### src/rtl/ex_mem_reg_if.sv
// ex_mem_reg_if: EX/MEM pipeline register bus.
// Carries the execute-stage inputs, the stall/flush controls and the memory-stage outputs.
// Modports:
//   master - execute/hazard side: drives E inputs, StallM and FlushM; reads M outputs.
//   slave  - the register itself: reads E inputs and controls; drives M outputs.
interface ex_mem_reg_if #(
    parameter int AW = 32,
    parameter int RW = 5
);
    logic          StallM;
    logic          FlushM;
    logic          RegWriteE;
    logic          MemtoRegE;
    logic          MemWriteE;
    logic          ZeroE;
    logic [AW-1:0] ALUOutE;
    logic [AW-1:0] WriteDataE;
    logic [RW-1:0] WriteRegE;
    logic          RegWriteM;
    logic          MemtoRegM;
    logic          MemWriteM;
    logic          ZeroM;
    logic [AW-1:0] ALUOutM;
    logic [AW-1:0] WriteDataM;
    logic [RW-1:0] WriteRegM;
    logic          ValidM;
    logic          MisalignM;
    logic [15:0]   BubbleCnt;

    modport master (
        output StallM, FlushM, RegWriteE, MemtoRegE, MemWriteE, ZeroE,
               ALUOutE, WriteDataE, WriteRegE,
        input  RegWriteM, MemtoRegM, MemWriteM, ZeroM, ALUOutM, WriteDataM,
               WriteRegM, ValidM, MisalignM, BubbleCnt
    );

    modport slave (
        input  StallM, FlushM, RegWriteE, MemtoRegE, MemWriteE, ZeroE,
               ALUOutE, WriteDataE, WriteRegE,
        output RegWriteM, MemtoRegM, MemWriteM, ZeroM, ALUOutM, WriteDataM,
               WriteRegM, ValidM, MisalignM, BubbleCnt
    );
endinterface

### src/rtl/ex_mem_reg.sv
// ex_mem_reg: EX/MEM pipeline register with stall, flush, slot validity and bubble counting.
// Ports:
//   clk - pipeline clock, rising edge
//   rst - asynchronous active-high reset
//   bus - ex_mem_reg_if.slave: E-stage inputs, StallM/FlushM, M-stage outputs
// Priority per edge: flush (load bubble) > stall (hold) > capture.
// Side-effecting controls (RegWriteM, MemtoRegM, MemWriteM) are gated by ValidM; ZeroM is not.
// Optional feature macro EXMEM_MISALIGN_EN: flags misaligned loads/stores and suppresses
// misaligned stores. When undefined MisalignM is tied 0.
module ex_mem_reg #(
    parameter int AW = 32,
    parameter int RW = 5
) (
    input logic          clk,
    input logic          rst,
    ex_mem_reg_if.slave  bus
);
    logic          valid_q, valid_d;
    logic          reg_write_q, reg_write_d;
    logic          memto_reg_q, memto_reg_d;
    logic          mem_write_q, mem_write_d;
    logic          zero_q, zero_d;
    logic [AW-1:0] alu_out_q, alu_out_d;
    logic [AW-1:0] write_data_q, write_data_d;
    logic [RW-1:0] write_reg_q, write_reg_d;
    logic [15:0]   bubble_cnt_q, bubble_cnt_d;
    logic          misalign;

    always_comb begin
        valid_d      = bus.FlushM ? 1'b0 : bus.StallM ? valid_q : 1'b1;
        reg_write_d  = bus.FlushM ? 1'b0 : bus.StallM ? reg_write_q : bus.RegWriteE;
        memto_reg_d  = bus.FlushM ? 1'b0 : bus.StallM ? memto_reg_q : bus.MemtoRegE;
        mem_write_d  = bus.FlushM ? 1'b0 : bus.StallM ? mem_write_q : bus.MemWriteE;
        zero_d       = bus.FlushM ? 1'b0 : bus.StallM ? zero_q : bus.ZeroE;
        alu_out_d    = bus.FlushM ? '0 : bus.StallM ? alu_out_q : bus.ALUOutE;
        write_data_d = bus.FlushM ? '0 : bus.StallM ? write_data_q : bus.WriteDataE;
        write_reg_d  = bus.FlushM ? '0 : bus.StallM ? write_reg_q : bus.WriteRegE;
        // Counts slots that are empty after this edge, saturating rather than wrapping.
        bubble_cnt_d = (!valid_d && bubble_cnt_q != 16'hFFFF) ? bubble_cnt_q + 16'd1 : bubble_cnt_q;
    end

    always_ff @(posedge clk or posedge rst) begin
        if (rst) begin
            valid_q      <= 1'b0;
            reg_write_q  <= 1'b0;
            memto_reg_q  <= 1'b0;
            mem_write_q  <= 1'b0;
            zero_q       <= 1'b0;
            alu_out_q    <= '0;
            write_data_q <= '0;
            write_reg_q  <= '0;
            bubble_cnt_q <= '0;
        end else begin
            valid_q      <= valid_d;
            reg_write_q  <= reg_write_d;
            memto_reg_q  <= memto_reg_d;
            mem_write_q  <= mem_write_d;
            zero_q       <= zero_d;
            alu_out_q    <= alu_out_d;
            write_data_q <= write_data_d;
            write_reg_q  <= write_reg_d;
            bubble_cnt_q <= bubble_cnt_d;
        end
    end

`ifdef EXMEM_MISALIGN_EN
    // Uses the ungated enables so the flag reflects the access the slot encodes.
    assign misalign = valid_q && (alu_out_q[1:0] != 2'b00) && (mem_write_q || memto_reg_q);
`else
    assign misalign = 1'b0;
`endif

    assign bus.RegWriteM  = reg_write_q & valid_q;
    assign bus.MemtoRegM  = memto_reg_q & valid_q;
    assign bus.MemWriteM  = mem_write_q & valid_q & ~misalign;
    assign bus.ZeroM      = zero_q;
    assign bus.ALUOutM    = alu_out_q;
    assign bus.WriteDataM = write_data_q;
    assign bus.WriteRegM  = write_reg_q;
    assign bus.ValidM     = valid_q;
    assign bus.MisalignM  = misalign;
    assign bus.BubbleCnt  = bubble_cnt_q;
endmodule
### src/flat_wrapper.sv
// flat-port wrapper written by rule: the top's interface ports become plain ports
module ex_mem_reg_flat 
#(
    parameter int AW = 32,
    parameter int RW = 5
)
  (clk, rst, bus_StallM, bus_FlushM, bus_RegWriteE, bus_MemtoRegE, bus_MemWriteE, bus_ZeroE, bus_ALUOutE, bus_WriteDataE, bus_WriteRegE, bus_RegWriteM, bus_MemtoRegM, bus_MemWriteM, bus_ZeroM, bus_ALUOutM, bus_WriteDataM, bus_WriteRegM, bus_ValidM, bus_MisalignM, bus_BubbleCnt);
  ex_mem_reg_if #(.AW(AW), .RW(RW)) bus_i ();
  input logic clk;
  input logic rst;
  input wire logic [$bits(bus_i.StallM)-1:0] bus_StallM;
  input wire logic [$bits(bus_i.FlushM)-1:0] bus_FlushM;
  input wire logic [$bits(bus_i.RegWriteE)-1:0] bus_RegWriteE;
  input wire logic [$bits(bus_i.MemtoRegE)-1:0] bus_MemtoRegE;
  input wire logic [$bits(bus_i.MemWriteE)-1:0] bus_MemWriteE;
  input wire logic [$bits(bus_i.ZeroE)-1:0] bus_ZeroE;
  input wire logic [$bits(bus_i.ALUOutE)-1:0] bus_ALUOutE;
  input wire logic [$bits(bus_i.WriteDataE)-1:0] bus_WriteDataE;
  input wire logic [$bits(bus_i.WriteRegE)-1:0] bus_WriteRegE;
  output wire logic [$bits(bus_i.RegWriteM)-1:0] bus_RegWriteM;
  output wire logic [$bits(bus_i.MemtoRegM)-1:0] bus_MemtoRegM;
  output wire logic [$bits(bus_i.MemWriteM)-1:0] bus_MemWriteM;
  output wire logic [$bits(bus_i.ZeroM)-1:0] bus_ZeroM;
  output wire logic [$bits(bus_i.ALUOutM)-1:0] bus_ALUOutM;
  output wire logic [$bits(bus_i.WriteDataM)-1:0] bus_WriteDataM;
  output wire logic [$bits(bus_i.WriteRegM)-1:0] bus_WriteRegM;
  output wire logic [$bits(bus_i.ValidM)-1:0] bus_ValidM;
  output wire logic [$bits(bus_i.MisalignM)-1:0] bus_MisalignM;
  output wire logic [$bits(bus_i.BubbleCnt)-1:0] bus_BubbleCnt;
  assign bus_i.StallM = bus_StallM;
  assign bus_i.FlushM = bus_FlushM;
  assign bus_i.RegWriteE = bus_RegWriteE;
  assign bus_i.MemtoRegE = bus_MemtoRegE;
  assign bus_i.MemWriteE = bus_MemWriteE;
  assign bus_i.ZeroE = bus_ZeroE;
  assign bus_i.ALUOutE = bus_ALUOutE;
  assign bus_i.WriteDataE = bus_WriteDataE;
  assign bus_i.WriteRegE = bus_WriteRegE;
  assign bus_RegWriteM = bus_i.RegWriteM;
  assign bus_MemtoRegM = bus_i.MemtoRegM;
  assign bus_MemWriteM = bus_i.MemWriteM;
  assign bus_ZeroM = bus_i.ZeroM;
  assign bus_ALUOutM = bus_i.ALUOutM;
  assign bus_WriteDataM = bus_i.WriteDataM;
  assign bus_WriteRegM = bus_i.WriteRegM;
  assign bus_ValidM = bus_i.ValidM;
  assign bus_MisalignM = bus_i.MisalignM;
  assign bus_BubbleCnt = bus_i.BubbleCnt;
  ex_mem_reg #(.AW(AW), .RW(RW)) u_core (.clk(clk), .rst(rst), .bus(bus_i));
endmodule
### config.mk
export PLATFORM = sky130hd
export DESIGN_NAME = ex_mem_reg_flat
export DESIGN_NICKNAME = d
export VERILOG_FILES = /design/src/rtl/ex_mem_reg_if.sv /design/src/rtl/ex_mem_reg.sv /design/src/flat_wrapper.sv
export SDC_FILE = /design/constraint.sdc
export NUM_CORES = 1
export LEC_CHECK = 0
export ABC_CLOCK_PERIOD_IN_PS = 3000
export BUFFER_PORTS_ARGS = -buffer_cell sky130_fd_sc_hd__buf_4
export CORE_MARGIN = 2
export CORE_UTILIZATION = 33
export DETAILED_ROUTE_END_ITERATION = 7
export PLACE_DENSITY = 0.6
export SETUP_SLACK_MARGIN = 0.2
export SYNTH_ARGS = -nofsm -noshare
export SYNTH_HDL_FRONTEND = slang
export SYNTH_SLANG_ARGS = --single-unit
### constraint.sdc
create_clock -name clk -period 3 [get_ports clk]
set_clock_uncertainty 0.1 [all_clocks]
set_input_delay 0.6 -clock clk [delete_from_list [all_inputs] [get_ports clk]]
set_output_delay 0.6 -clock clk [all_outputs]
set_load 0.02 [all_outputs]
==> out/qor.csv <==
metric,value,unit
status,finished clean,
Rows,39,
Yosys cell types,37,
Post-synth EDFFs,0,
mux cell area share after synthesis,19.6,%
Yosys reg bits,90,
Final ANT Viol Nets,0,
Iteration-0 DRC Markers,77,
GP Congestion,0.750,
net switching power,989,uW
IO Count,168,
hold_buf cts,0,
clock tree buffer depth,2,
max-slew violation count,0,
CP arrival,1920,ps
unrepaired setup endpoints after global routing,no,
Leakage,0.00293,uW
setup bufs post-CTS,0,
share of cells above drive strength 1,40.3,%
largest area contributor in the netlist,dfrtp_1,
GRT Util Overall,14.7,%
wire length of the first global-routing pass,14900,um
cells after synthesis,317,
Max Cap Violations,0,
Gate power share,22.7,%
Place WS,956,ps
hold slack,310,ps
Final period util,60.2,%
dpl cell area,5210,um2
"Seq/Total Area, Yosys",59.1,%
critical path startpoint category,register,
setup ws final,1190,ps
worst hold-check path type,in2async,
Area growth syn-to-layout,44.9,%
setup violators final,0,
htree depth,3,
Peak VDD IR,0.408,mV
post-synthesis adder-cell area fraction,0.328,%
Mapped Avg Cell Area,12.0,um2
fmax,0.554,GHz
switch share,29.0,%
diodes inserted,0,
Syn Std Cell Area,3810,um2
final hold violation count,0,
critical path's slowest cell,dfrtp_1,
pwr dens,617,nW/um2
pin count of the biggest net entering global routing,74,
CTS Buf Count,9,
clock latency on the worst-skew pair,330,ps
Simple-Gate Fraction of Synth Area,13.7,%
number of global-route vias before repair,3077,
"top cells by area, synth","dfrtp_1 59%, mux2i_1 19%, nor2_1 7.5%",
DR vias,2904,
area of the core,11300,um2
total negative setup slack,0,ps
critical path type,reg2reg,
part of the power in the clock network,34.0,%
chip height,111,um
synthesized net count,395,
final wirelength,8890,um
largest family of logic cells by synthesized area,multiplexers,
Clock Sink Count,90,
Worst-path clk slew,60,ps
DRC errors left,0,
gr ovfl total,0,
CTS tree,built,
Root Driver,clkbuf_16,
crit-path max cell delay,430,ps
Worst Tran Pin Value,786,ps
DR vias/cell,4.63,
nature of the critical path endpoint,register,
Post-Layout Inst Area,5520,um2
Synth Flop Type,dfrtp_1,
initial antenna violation count,0,
die area,12400,um2
Nets,557,
Synth top area share,59.1,%
"Max FO, Critical Path",8,
sequential power share,43.4,%
Port Buf Inserts,166,
relative slew slack,47.5,%
compound-cell area share of the yosys netlist,2.36,%
WL/cell,14.2,um
synth warn,0,
crit-path cells,ha_1 > nand3_1 > nor4_4 > nor2_2 > mux2_4,
Final min period,1810,ps
hpwl dp,6300,um
post_cts resized,0,
DRT Pass-1 Iters,4,
Int Power,2420,uW
asr flop ratio synth,100,%
Synth Area in XOR/XNOR,2.53,%
CP required,3120,ps
Initial Util,33.7,%
die width,111,um
[area by class of cell]
cell class,instances,area (um2)
Fill cell,1058,5800
Sequential cell,90,2250
Multi-Input combinational cell,207,1470
Timing Repair Buffer,170,1300
Clock buffer,12,267
Tap cell,143,179
Clock inverter,4,48.8
Inverter,1,7.51
[metrics by stage]
stage	cells	utilization [%]	total power (uW)
6_report	627	48.8	3410
3_3_place_gp	611	46.0	2270
5_1_grt	627	48.8	3590
3_5_place_dp	611	46.0	2280
2_1_floorplan	317	-	1920
4_1_cts	627	48.8	3460
[layout by cell type (no fill, tap or decap), types with 3 or more instances in the layout]
cell type    n
buf_4      168
dfrtp_1     90
nor2_1      76
mux2i_1     73
clkbuf_16    9
xor2_1       8
nand2_1      5
nand3_1      4
and2_1       3
nor4_1       3
nor3_1       3
xnor2_1      3
clkbuf_8     3
[Yosys cell counts, drive strengths merged, types with 2 or more instances]
library cell and n:
nand2 5, xnor2 3, xor2 8, nor3 3, nand3 4, o2111ai 2
nor4 4, and3 2, clkbuf 4, dfrtp 90, buf 15, mux2i 73
and2 3, nand4 4, a31oi 2, nor2 78, nor2b 2, o21a 2
and4 3
[power by group through the flow]
stage / clock network [uW] / logic (uW) / registers [uW]
floorplan: 0 / 295 / 1620
global placement: 0 / 781 / 1490
detailed placement: 0 / 787 / 1500
CTS: 1190 / 787 / 1480
global route: 1240 / 841 / 1500
finish: 1160 / 773 / 1480
[registers in the layout, indices dropped and copies added (netlist names)]
name                   count
u_core.reg_write_q         1
u_core.bus.ALUOutM        32
u_core.memto_reg_q         1
u_core.bus.ZeroM           1
u_core.bus.WriteRegM       5
u_core.bus.ValidM          1
u_core.bus.WriteDataM     32
u_core.bus.BubbleCnt      16
u_core.mem_write_q         1
[path summary, 6_finish.rpt]
kind                                                startpoint                               endpoint  slack (ps)  cells past startpoint
hold reg to reg                 u_core.mem_write_q$_DFFE_PP0P_         u_core.mem_write_q$_DFFE_PP0P_         410                      2
min in group clk                                bus_ALUOutE[5]      u_core.bus.ALUOutM[5]$_DFFE_PP0P_         400                      3
hold / removal                                             rst  u_core.bus.WriteDataM[12]$_DFFE_PP0P_         310                      2
max in group asynchronous                                  rst  u_core.bus.WriteDataM[25]$_DFFE_PP0P_        1810                      3
setup / recovery           u_core.bus.BubbleCnt[0]$_DFFE_PP0P_    u_core.bus.BubbleCnt[1]$_DFFE_PP0P_        1190                      5
setup reg to reg           u_core.bus.BubbleCnt[0]$_DFFE_PP0P_    u_core.bus.BubbleCnt[1]$_DFFE_PP0P_        1190                      5
[per-layer routing]
metal / up-vias / wire length, um / global-route usage, %
li1: 1404 / - / -
met5: - / 0 / 0
met3: 9 / 632 / 3.92
met4: 0 / 124 / 5.43
met2: 98 / 4310 / 24.3
met1: 1393 / 3830 / 18.6
[critical path, delay by kind of cell (launching register included)]
kind / cells / cell delay (ps)
muxes: 1 / 310
and+or+nand+nor: 3 / 630
DFF: 1 / 430
adders and majority gates: 1 / 220
[kinds of logic after synthesis]
group | Yosys count
simple gates | 109
flops | 90
mux | 74
buf+inv | 20
compound gates | 11
xor+xnor | 11
fa+ha+maj | 1
other cells | 1
Power figures use the tool's default switching activity.
